[config.mk]
export PLATFORM = sky130hd
export DESIGN_NAME = blackjack_action_input
export DESIGN_NICKNAME = d
export VERILOG_FILES = /design/src/rtl/blackjack_action_input.sv
export SDC_FILE = /design/constraint.sdc
export NUM_CORES = 1
export LEC_CHECK = 0
export ABC_AREA = 1
export CAP_MARGIN = 20
export CELL_PAD_IN_SITES_DETAIL_PLACEMENT = 0
export CELL_PAD_IN_SITES_GLOBAL_PLACEMENT = 2
export CORE_ASPECT_RATIO = 0.8
export CORE_UTILIZATION = 40
export CTS_CLUSTER_SIZE = 16
export DETAILED_ROUTE_END_ITERATION = 8
export GPL_TIMING_DRIVEN = 0
export PLACE_DENSITY = 0.89
export SYNTH_ARGS = -nofsm -noshare
export SYNTH_HDL_FRONTEND = slang
export SYNTH_HIERARCHICAL = 1
export SYNTH_SLANG_ARGS = --single-unit
[constraint.sdc]
create_clock -name CLOCK_50 -period 4.25 [get_ports CLOCK_50]
set_clock_uncertainty 0.1 [all_clocks]
set_input_delay 0.425 -clock CLOCK_50 [delete_from_list [all_inputs] [get_ports CLOCK_50]]
set_output_delay 0.425 -clock CLOCK_50 [all_outputs]
set_load 0.02 [all_outputs]
[src/rtl/blackjack_action_input.sv]
// Blackjack input front-end: debounced buttons and PS/2 scan codes merged into
// one ordered valid/ready action stream, with typematic suppression and overflow flag.

module bja_debounce #(
  parameter int DEBOUNCE_CYCLES = 500000
) (
  input  logic CLOCK_50,
  input  logic rst_n,
  input  logic i_key_n,
  output logic o_press
);
  localparam int CW = (DEBOUNCE_CYCLES > 1) ? $clog2(DEBOUNCE_CYCLES) : 1;

  logic          r_s1, r_s2, r_db;
  logic [CW-1:0] r_cnt;
  logic          w_accept;

  assign w_accept = (r_s2 != r_db) && (r_cnt == CW'(DEBOUNCE_CYCLES - 1));
  // Only the released->pressed edge is an event; release is silent.
  assign o_press  = w_accept & ~r_s2;

  always_ff @(posedge CLOCK_50 or negedge rst_n) begin
    if (!rst_n) begin
      r_s1  <= 1'b1;
      r_s2  <= 1'b1;
      r_db  <= 1'b1;
      r_cnt <= '0;
    end else begin
      r_s1 <= i_key_n;
      r_s2 <= r_s1;
      if (r_s2 == r_db) begin
        r_cnt <= '0;
      end else if (w_accept) begin
        r_db  <= r_s2;
        r_cnt <= '0;
      end else begin
        r_cnt <= r_cnt + 1'b1;
      end
    end
  end
endmodule

module blackjack_action_input #(
  parameter int NUM_SEATS       = 2,
  parameter int DEBOUNCE_CYCLES = 500000,
  parameter int FIFO_DEPTH      = 4
) (
  input  logic                          CLOCK_50,
  input  logic                          rst_n,
  input  logic [2:0]                    key_n,
  input  logic [1:0]                    key_seat,
  input  logic [7:0]                    ps2_data,
  input  logic                          ps2_data_en,
  output logic                          act_valid,
  input  logic                          act_ready,
  output logic [1:0]                    act_code,
  output logic [1:0]                    act_seat,
  output logic                          act_src,
  output logic [$clog2(FIFO_DEPTH):0]   fifo_count,
  output logic                          overflow
);
  localparam int           AW      = $clog2(FIFO_DEPTH);
  localparam logic [2:0]   NS      = 3'(NUM_SEATS);
  localparam logic [AW:0]  DEPTH_C = (AW + 1)'(FIFO_DEPTH);

  typedef struct packed {
    logic [1:0] code;
    logic [1:0] seat;
    logic       src;
  } act_t;

  typedef enum logic [1:0] {S_IDLE, S_BREAK, S_EXT, S_EXT_BREAK} ps2_st_t;

  // {valid, seat[1:0], action[1:0]}
  function automatic logic [4:0] map_code(input logic [7:0] b);
    case (b)
      8'h33: map_code = {1'b1, 2'd0, 2'd0};
      8'h1B: map_code = {1'b1, 2'd0, 2'd1};
      8'h23: map_code = {1'b1, 2'd0, 2'd2};
      8'h3B: map_code = {1'b1, 2'd1, 2'd0};
      8'h42: map_code = {1'b1, 2'd1, 2'd1};
      8'h4B: map_code = {1'b1, 2'd1, 2'd2};
      8'h16: map_code = {1'b1, 2'd2, 2'd0};
      8'h1E: map_code = {1'b1, 2'd2, 2'd1};
      8'h26: map_code = {1'b1, 2'd2, 2'd2};
      8'h25: map_code = {1'b1, 2'd3, 2'd0};
      8'h2E: map_code = {1'b1, 2'd3, 2'd1};
      8'h36: map_code = {1'b1, 2'd3, 2'd2};
      default: map_code = 5'd0;
    endcase
  endfunction

  // ---------------- buttons ----------------
  logic [2:0] w_press;
  logic [2:0] r_pend;

  genvar g;
  generate
    for (g = 0; g < 3; g++) begin : g_btn
      bja_debounce #(.DEBOUNCE_CYCLES(DEBOUNCE_CYCLES)) u_db (
        .CLOCK_50 (CLOCK_50),
        .rst_n    (rst_n),
        .i_key_n  (key_n[g]),
        .o_press  (w_press[g])
      );
    end
  endgenerate

  // ---------------- PS/2 decoder ----------------
  ps2_st_t     r_st, w_st_nxt;
  logic [11:0] r_held, w_held_nxt;
  logic        r_ps2_wr, w_dec_wr;
  act_t        r_ps2_act;
  logic [4:0]  w_map;
  logic        w_map_ok;
  logic [3:0]  w_idx;

  assign w_map    = map_code(ps2_data);
  assign w_map_ok = w_map[4] && ({1'b0, w_map[3:2]} < NS);
  assign w_idx    = {2'b0, w_map[3:2]} * 4'd3 + {2'b0, w_map[1:0]};

  always_comb begin
    w_st_nxt   = r_st;
    w_held_nxt = r_held;
    w_dec_wr   = 1'b0;
    if (ps2_data_en) begin
      case (r_st)
        S_IDLE: begin
          if (ps2_data == 8'hF0)      w_st_nxt = S_BREAK;
          else if (ps2_data == 8'hE0) w_st_nxt = S_EXT;
          else if (w_map_ok && !r_held[w_idx]) begin
            w_dec_wr          = 1'b1;
            w_held_nxt[w_idx] = 1'b1;
          end
        end
        S_BREAK: begin
          if (w_map_ok) w_held_nxt[w_idx] = 1'b0;
          w_st_nxt = S_IDLE;
        end
        S_EXT:   w_st_nxt = (ps2_data == 8'hF0) ? S_EXT_BREAK : S_IDLE;
        default: w_st_nxt = S_IDLE;
      endcase
    end
  end

  always_ff @(posedge CLOCK_50 or negedge rst_n) begin
    if (!rst_n) begin
      r_st      <= S_IDLE;
      r_held    <= '0;
      r_ps2_wr  <= 1'b0;
      r_ps2_act <= '0;
    end else begin
      r_st      <= w_st_nxt;
      r_held    <= w_held_nxt;
      r_ps2_wr  <= w_dec_wr;
      r_ps2_act <= '{code: w_map[1:0], seat: w_map[3:2], src: 1'b1};
    end
  end

  // ---------------- merge: PS/2 has priority, buttons drain lowest first ----------------
  logic       w_btn_wr, w_seat_ok;
  logic [2:0] w_btn_sel;
  logic [1:0] w_btn_code;

  assign w_seat_ok  = ({1'b0, key_seat} < NS);
  assign w_btn_wr   = !r_ps2_wr && (|r_pend);
  assign w_btn_sel  = r_pend & 3'(~r_pend + 3'd1);
  assign w_btn_code = r_pend[0] ? 2'd0 : (r_pend[1] ? 2'd1 : 2'd2);

  always_ff @(posedge CLOCK_50 or negedge rst_n) begin
    if (!rst_n) r_pend <= '0;
    else        r_pend <= (r_pend & ~(w_btn_wr ? w_btn_sel : 3'b0)) | (w_seat_ok ? w_press : 3'b0);
  end

  // ---------------- FWFT FIFO ----------------
  act_t          r_mem [FIFO_DEPTH];
  logic [AW-1:0] r_wp, r_rp;
  logic [AW:0]   r_cnt;
  logic          r_ovf;
  logic          w_wr, w_pop, w_acc;
  act_t          w_wdata, w_head;

  assign w_wr    = r_ps2_wr | w_btn_wr;
  assign w_wdata = r_ps2_wr ? r_ps2_act : '{code: w_btn_code, seat: key_seat, src: 1'b0};
  assign w_pop   = act_valid & act_ready;
  // A pop in the same cycle frees the slot a full-FIFO write needs.
  assign w_acc   = w_wr && ((r_cnt != DEPTH_C) || w_pop);

  always_ff @(posedge CLOCK_50) begin
    if (w_acc) r_mem[r_wp] <= w_wdata;
  end

  always_ff @(posedge CLOCK_50 or negedge rst_n) begin
    if (!rst_n) begin
      r_wp  <= '0;
      r_rp  <= '0;
      r_cnt <= '0;
      r_ovf <= 1'b0;
    end else begin
      if (w_acc) r_wp <= r_wp + 1'b1;
      if (w_pop) r_rp <= r_rp + 1'b1;
      case ({w_acc, w_pop})
        2'b10:   r_cnt <= r_cnt + 1'b1;
        2'b01:   r_cnt <= r_cnt - 1'b1;
        default: r_cnt <= r_cnt;
      endcase
      if (w_wr && !w_acc) r_ovf <= 1'b1;
    end
  end

  assign w_head     = r_mem[r_rp];
  assign act_valid  = (r_cnt != '0);
  assign act_code   = act_valid ? w_head.code : 2'd0;
  assign act_seat   = act_valid ? w_head.seat : 2'd0;
  assign act_src    = act_valid ? w_head.src  : 1'b0;
  assign fifo_count = r_cnt;
  assign overflow   = r_ovf;
endmodule

==> flow_metrics.env, run 1 <==
export IMPL_io_pins=27
export IMPL_num_antenna_cells=0
export IMPL_synth_edf_count=20
export IMPL_synth_cell_types=38
export IMPL_clk_path_buf_depth=2
export IMPL_fin_setup_tns_ps=0
export IMPL_port_buffers=26
export IMPL_cts_tree="built"
export IMPL_syn_area_um2=6700
export IMPL_start_util_pct=41.7
export IMPL_path_delay_family="simple AND/OR/NAND/NOR gates"
export IMPL_netlist_top_cells_area="dfrtp_1 (33%), nand2_1 (10%), edfxtp_1 (9.0%)"
export IMPL_root_buffer="clkbuf_16"
export IMPL_cp_depth=21
export IMPL_cpMaxStageDelayCell="clkdlybuf4s50_1"
export IMPL_status="finished, final reports clean"
export IMPL_rows=41
export IMPL_layout_commonest_cell="nand2_1"
export IMPL_worstRegToRegCells=9
export IMPL_cts_buffers=17
export IMPL_dr_first_iter_drc_count=327
export IMPL_grt_ovfl_total=0
export IMPL_syn_avg_cell_area_um2=7.77
export IMPL_synthesis_nets=891
export IMPL_drive_gt1_share_pct=14.0
export IMPL_critical_path_arrival_ps=4150
export IMPL_layout_nets=938
export IMPL_maxCapViolations=0
export IMPL_antenna_found_initial=0
export IMPL_ir_drop_mv=0.248
export IMPL_die_area_um2=17300
export IMPL_hold_viol_final=0
export IMPL_relSlewSlack_pct=64.4
export IMPL_die_h_um=118
export IMPL_max_freq_ghz=0.253
export IMPL_post_drt_via_cell_ratio=4.80
export IMPL_synth_top_area_cell="dfrtp_1"
export IMPL_path_cells="clkdlybuf4s50_1, inv_1, nand2_2, nor2_2, nand3_1, nand3_1, nor3_1, fa_1, inv_1, ha_1, inv_1, fa_1, nand2_1, inv_1, nand2_2, nand3_4, o21bai_4, buf_6, nand3_1, nand2_1, nand2_1"
export IMPL_async_flop_share_pct=82.9
export IMPL_clk_pin_slew_ps=50
export IMPL_hold_path_class="reg2reg"
export IMPL_cpPeakStageDelay_ps=530
export IMPL_track_usage_pct=18.8
export IMPL_crit_fanout=10
export IMPL_holdWs_ps=256
export IMPL_hpwl_um=11000
export IMPL_layout_common_cells="nand2_1 (185), nor2_1 (159), inv_1 (111), dfrtp_1 (88), nand3_1 (69)"
export IMPL_p_per_area_nw_per_um2=426
export IMPL_synthCells=862
export IMPL_firstDrtPassIters=5
export IMPL_drv_slew=0
export IMPL_cp_buffers_inverters=6
export IMPL_h_tree_depth=4
export IMPL_clk_latency_ps=420
export IMPL_regToRegEndpoint="fifo_count[2]"
export IMPL_cts_sinks=117
export IMPL_dp_cells=1104
export IMPL_drc_errors=0
export IMPL_endpoint_kind="flip-flop"
export IMPL_grt_setup_unrepaired="no"
export IMPL_multi_input_area_um2=3070
export IMPL_ff_latch_area_um2=3040
export IMPL_ys_flop_type="dfrtp_1"
export IMPL_finalNonFillerCells=1137
export IMPL_r2r_slack_ps=2080
export IMPL_finalSetupViolations=0
export IMPL_ys_seq_area_share_pct=45.4
export IMPL_gp_congestion=0.806
export IMPL_post_place_ws_ps=-101
export IMPL_finalPower_w=0.00332
export IMPL_yosys_warnings=6
export IMPL_synth_top_area_share_pct=32.9
export IMPL_tightest_slew_ps=530
export IMPL_cts_resized=0
export IMPL_dieWidth_um=147
export IMPL_grt_pass1_wl_um=25700
export IMPL_vias=5462
export IMPL_finalWorstSetupSlack_ps=302
export IMPL_min_period_ps=3950
export IMPL_ant_nets=0
export IMPL_period_share_pct=92.9
export IMPL_drt_wl_total_um=14900
export IMPL_setup_worst_path_start="ps2_data[6]"
export IMPL_grt_pass1_vias=5294
export IMPL_p_leak_nw=3.61
export IMPL_grt_max_degree=71
export IMPL_synth_seq_cells=117
export IMPL_wl_per_cell_um=13.1
export IMPL_worst_path_most_repeated_cell="inv_1"
export IMPL_r2r_start="r_ps2_wr"
export IMPL_core_um2=16100
export IMPL_startpoint_type="input port"
export IMPL_fillers=1555
export IMPL_required_ps=4450
export IMPL_worstSetupPathType="in2reg"
export IMPL_area_delta_synth_final_pct=16.4
-- kinds of logic (layout without fill, tap and decap cells) --
group                    after synthesis  after routing  share of synthesized area (%)
buffers and inverters                140            200                           8.83
AND/OR/NAND/NOR                      514            514                           35.3
AO/OA/AOI/OAI                         56             56                           4.97
XOR/XNOR                              22             22                           2.88
adder cells (fa/ha/maj)               12             12                           2.58
flip-flops                           117            117                           45.4
other                                  1              1                         0.0560
-- report_power, final --
part           leakage [nW]  internal [W]  switching (W)
logic                  1.89      0.000302       0.000466
clock network         0.257      0.000747       0.000537
registers              1.46       0.00121      0.0000531
total                  3.61       0.00226        0.00106
-- through the flow --
stage | instance area [um2] | utilization (%)
finish | 7800 | 48.6
global placement | 7230 | 45.0
floorplan | 6700 | -
global route | 7800 | 48.6
detailed placement | 7250 | 45.2
CTS | 7800 | 48.6
-- synthesized netlist by cell type, types with 3 or more instances --
cell type  count
nand2_1      185
nor2_1       159
inv_1        111
dfrtp_1       88
nand3_1       69
nand4_1       28
nand2_2       22
o21ai_0       21
edfxtp_1      20
xor2_1        19
nor2_2        15
nor2_4        14
a21oi_1       12
inv_2         12
nor3_1        11
dfstp_2        9
ha_1           9
buf_6          8
o21ai_1        7
clkbuf_1       5
buf_2          3
fa_1           3
nand2_4        3
nor3b_1        3
o21a_1         3
o21ai_2        3
o21bai_1       3
o22ai_1        3
xnor2_1        3
-- metal layers --
metal	global-route usage, %	vias up	share of wire [%]
li1	-	2809	-
met4	5.99	0	0.87
met3	4.57	9	3.6
met1	26.0	2564	51
met5	0	-	0
met2	28.7	80	45
-- layout make-up --
class | count | area share, %
multi-input cells | 605 | 39.4
repair buffers | 28 | 3.79
clock buffers | 18 | 5.50
plain buffers | 16 | 1.59
flip-flops and latches | 117 | 39.0
well taps | 215 | 3.45
inverters | 124 | 6.00
clock inverters | 14 | 1.33
-- what timing repair did --
| item | 4_1_cts | 5_1_grt |
|---|---|---|
| hold endpoints to repair | 26 | 0 |
| buffers inserted | 0 | 0 |
| hold buffers | 1 | 0 |
-- worst reg2reg max path: stages (launching register included) --
cell and delay (ps):
dfrtp_1 360, clkbuf_1 210, nor3_2 230, nand2_1 160, nor2_1 140, inv_1 80
fa_1 390, o21ai_1 200, xor2_1 150, inv_1 50
-- worst min-delay path by stage --
stage | start | to | slack (ps) | depth (start not counted)
after floorplan | rst_n | async pin | 30 | 0
final | g_btn[1].u_db/r_s1 | g_btn[1].u_db/r_s2 | 260 | 0
after global routing | g_btn[1].u_db/r_s1 | g_btn[1].u_db/r_s2 | 260 | 0
after CTS | g_btn[1].u_db/r_s1 | g_btn[1].u_db/r_s2 | 260 | 0
after global placement | g_btn[0].u_db/r_s1 | g_btn[0].u_db/r_s2 | 250 | 0
after detailed placement | g_btn[0].u_db/r_s1 | g_btn[0].u_db/r_s2 | 250 | 0
No activity file was read; power rests on OpenSTA's default activity.
==> run 2: changes to the inputs <==
- CORE_UTILIZATION: 40 -> 37
- CTS_CLUSTER_SIZE: 16 -> 10
- PLACE_DENSITY: 0.89 -> 0.84
- clock period: 4.25 -> 4.15 ns (I/O delays scaled with it)
==> flow_metrics.env, run 2 (synthesized netlist as in run 1, its figures left out) <==
export IMPL_multi_input_area_um2=3080
export IMPL_gp_congestion=0.843
export IMPL_status="finished, final reports clean"
export IMPL_cts_tree="built"
export IMPL_drive_gt1_share_pct=14.6
export IMPL_grt_ovfl_total=0
export IMPL_die_area_um2=18700
export IMPL_ant_nets=0
export IMPL_layout_common_cells="nand2_1 (183), nor2_1 (159), inv_1 (111), dfrtp_1 (88), nand3_1 (69)"
export IMPL_drt_wl_total_um=15000
export IMPL_p_leak_nw=3.65
export IMPL_ff_latch_area_um2=3040
export IMPL_worstHoldEndpoint="g_btn[1].u_db/r_s2"
export IMPL_start_util_pct=38.2
export IMPL_die_h_um=122
export IMPL_r2r_start="r_ps2_wr"
export IMPL_ir_drop_mv=0.237
export IMPL_worstRegToRegCells=9
export IMPL_r2r_slack_ps=1940
export IMPL_drc_errors=0
export IMPL_worst_path_most_repeated_cell="inv_1"
export IMPL_layout_commonest_cell="nand2_1"
export IMPL_hold_viol_final=0
export IMPL_antenna_found_initial=0
export IMPL_fillers=1724
export IMPL_relSlewSlack_pct=57.2
export IMPL_clk_latency_ps=420
export IMPL_grt_max_degree=51
export IMPL_p_per_area_nw_per_um2=449
export IMPL_track_usage_pct=17.3
export IMPL_p_sw_share_pct=30.9
export IMPL_rows=43
export IMPL_finalNonFillerCells=1150
export IMPL_clkPwrFrac_pct=40.6
export IMPL_worstSetupPathType="in2reg"
export IMPL_regToRegEndpoint="fifo_count[2]"
export IMPL_dieWidth_um=152
export IMPL_power_frac_seq_pct=36.6
export IMPL_area_delta_synth_final_pct=17.8
export IMPL_layout_nets=941
export IMPL_cpPeakStageDelay_ps=510
export IMPL_period_share_pct=91.7
export IMPL_crit_fanout=10
export IMPL_core_um2=17500
export IMPL_hold_path_class="reg2reg"
export IMPL_grt_pass1_vias=5277
export IMPL_drv_slew=0
export IMPL_startpoint_type="input port"
export IMPL_critical_path_arrival_ps=4000
export IMPL_cts_sinks=117
export IMPL_dp_cells=1114
export IMPL_cpMaxStageDelayCell="fa_1"
export IMPL_maxCapViolations=0
export IMPL_endpoint_kind="flip-flop"
export IMPL_io_pins=27
export IMPL_clk_path_buf_depth=2
export IMPL_post_drt_via_cell_ratio=4.79
export IMPL_port_buffers=26
export IMPL_max_freq_ghz=0.263
export IMPL_whs_path_depth=0
export IMPL_tightest_slew_ps=642
export IMPL_num_antenna_cells=0
export IMPL_firstDrtPassIters=7
export IMPL_p_sw_w=0.00110
export IMPL_vias=5511
export IMPL_power_frac_comb_pct=22.8
export IMPL_wl_per_cell_um=13.1
export IMPL_hp_start="g_btn[1].u_db/r_s1"
export IMPL_hpwl_um=11100
export IMPL_path_cells="clkdlybuf4s50_1, inv_2, nand2_2, nor2_4, nand4_1, nand3_1, inv_1, nand3_1, inv_1, fa_1, inv_1, ha_1, inv_1, fa_1, nand2_2, inv_1, nand2_2, nand3_4, o21bai_4, buf_6, nand3_1, nand2_1, nand2_1"
export IMPL_min_period_ps=3810
export IMPL_root_buffer="clkbuf_16"
export IMPL_clk_pin_slew_ps=50
export IMPL_holdWs_ps=254
export IMPL_grt_pass1_wl_um=25400
export IMPL_h_tree_depth=4
export IMPL_cts_buffers=17
export IMPL_dr_first_iter_drc_count=288
export IMPL_grt_setup_unrepaired="no"
export IMPL_power_internal_w=0.00245
export IMPL_finalSetupViolations=0
export IMPL_required_ps=4340
==> run 2: cell types whose count changed in the layout (fill, tap and decap cells not counted), sizes merged <==
| cell | delta |
|---|---|
| clkinv | -3 |
| buf | +3 |
| clkinvlp | +1 |
| bufinv | +2 |
==> run 2: worst max-delay path by stage <==
stage	from	slack, ps	endpoint
CTS	ps2_data[4]	210	flip-flop
finish	ps2_data[4]	340	flip-flop
global route	ps2_data[4]	10	flip-flop
global placement	rst_n	-1320	r_st[0]
detailed placement	ps2_data[4]	-190	flip-flop
floorplan	ps2_data[0]	820	flip-flop
==> run 2: layout make-up <==
| class | count | area share (%) |
|---|---|---|
| well taps | 225 | 3.57 |
| inverters | 124 | 5.93 |
| plain buffers | 16 | 1.57 |
| clock inverters | 14 | 1.93 |
| clock buffers | 18 | 5.44 |
| repair buffers | 31 | 4.03 |
| multi-input cells | 605 | 39.0 |
| flip-flops and latches | 117 | 38.5 |
==> run 2: routing by layer <==
layer | up-vias | wire [um] | track usage [%]
met4 | 0 | 146 | 5.68
met3 | 13 | 476 | 4.17
met5 | - | 0 | 0
met2 | 72 | 6600 | 26.8
li1 | 2826 | - | -
met1 | 2600 | 7810 | 23.8
==> run 2: repair_timing <==
action / 4_1_cts / 5_1_grt
gates resized for setup: 0 / 3
hold buffers: 1 / 0
setup buffers: 0 / 3
endpoints found under the setup margin: 0 / 13
endpoints found under the hold margin: 44 / 0
==> run 2: power by group through the flow <==
stage / clock network (W) / logic [W] / registers (W)
after floorplan: 0 / 0.000501 / 0.00132
after global placement: 0 / 0.000781 / 0.00131
after detailed placement: 0 / 0.000808 / 0.00132
after CTS: 0.00148 / 0.000810 / 0.00130
after global routing: 0.00154 / 0.000903 / 0.00131
final: 0.00144 / 0.000806 / 0.00130
==> run 2: worst max-delay path: cells and delay by family <==
kind,cells,cell delay (ps)
fa+ha+maj,3,1150
buf+inv,8,1090
compound gates,1,220
simple gates,11,1130
==> run 2: through the flow <==
step | setup TNS [ps] | total power (W) | setup slack [ps] | util (%) | area [um2]
after floorplan | 0 | 0.00183 | 817 | - | 6700
after global placement | -117210 | 0.00209 | -1320 | 41.3 | 7240
after detailed placement | -2010 | 0.00213 | -195 | 41.4 | 7270
after CTS | 0 | 0.00359 | 207 | 44.8 | 7860
after global routing | 0 | 0.00375 | 10.3 | 45.0 | 7890
final | 0 | 0.00354 | 344 | 45.0 | 7890
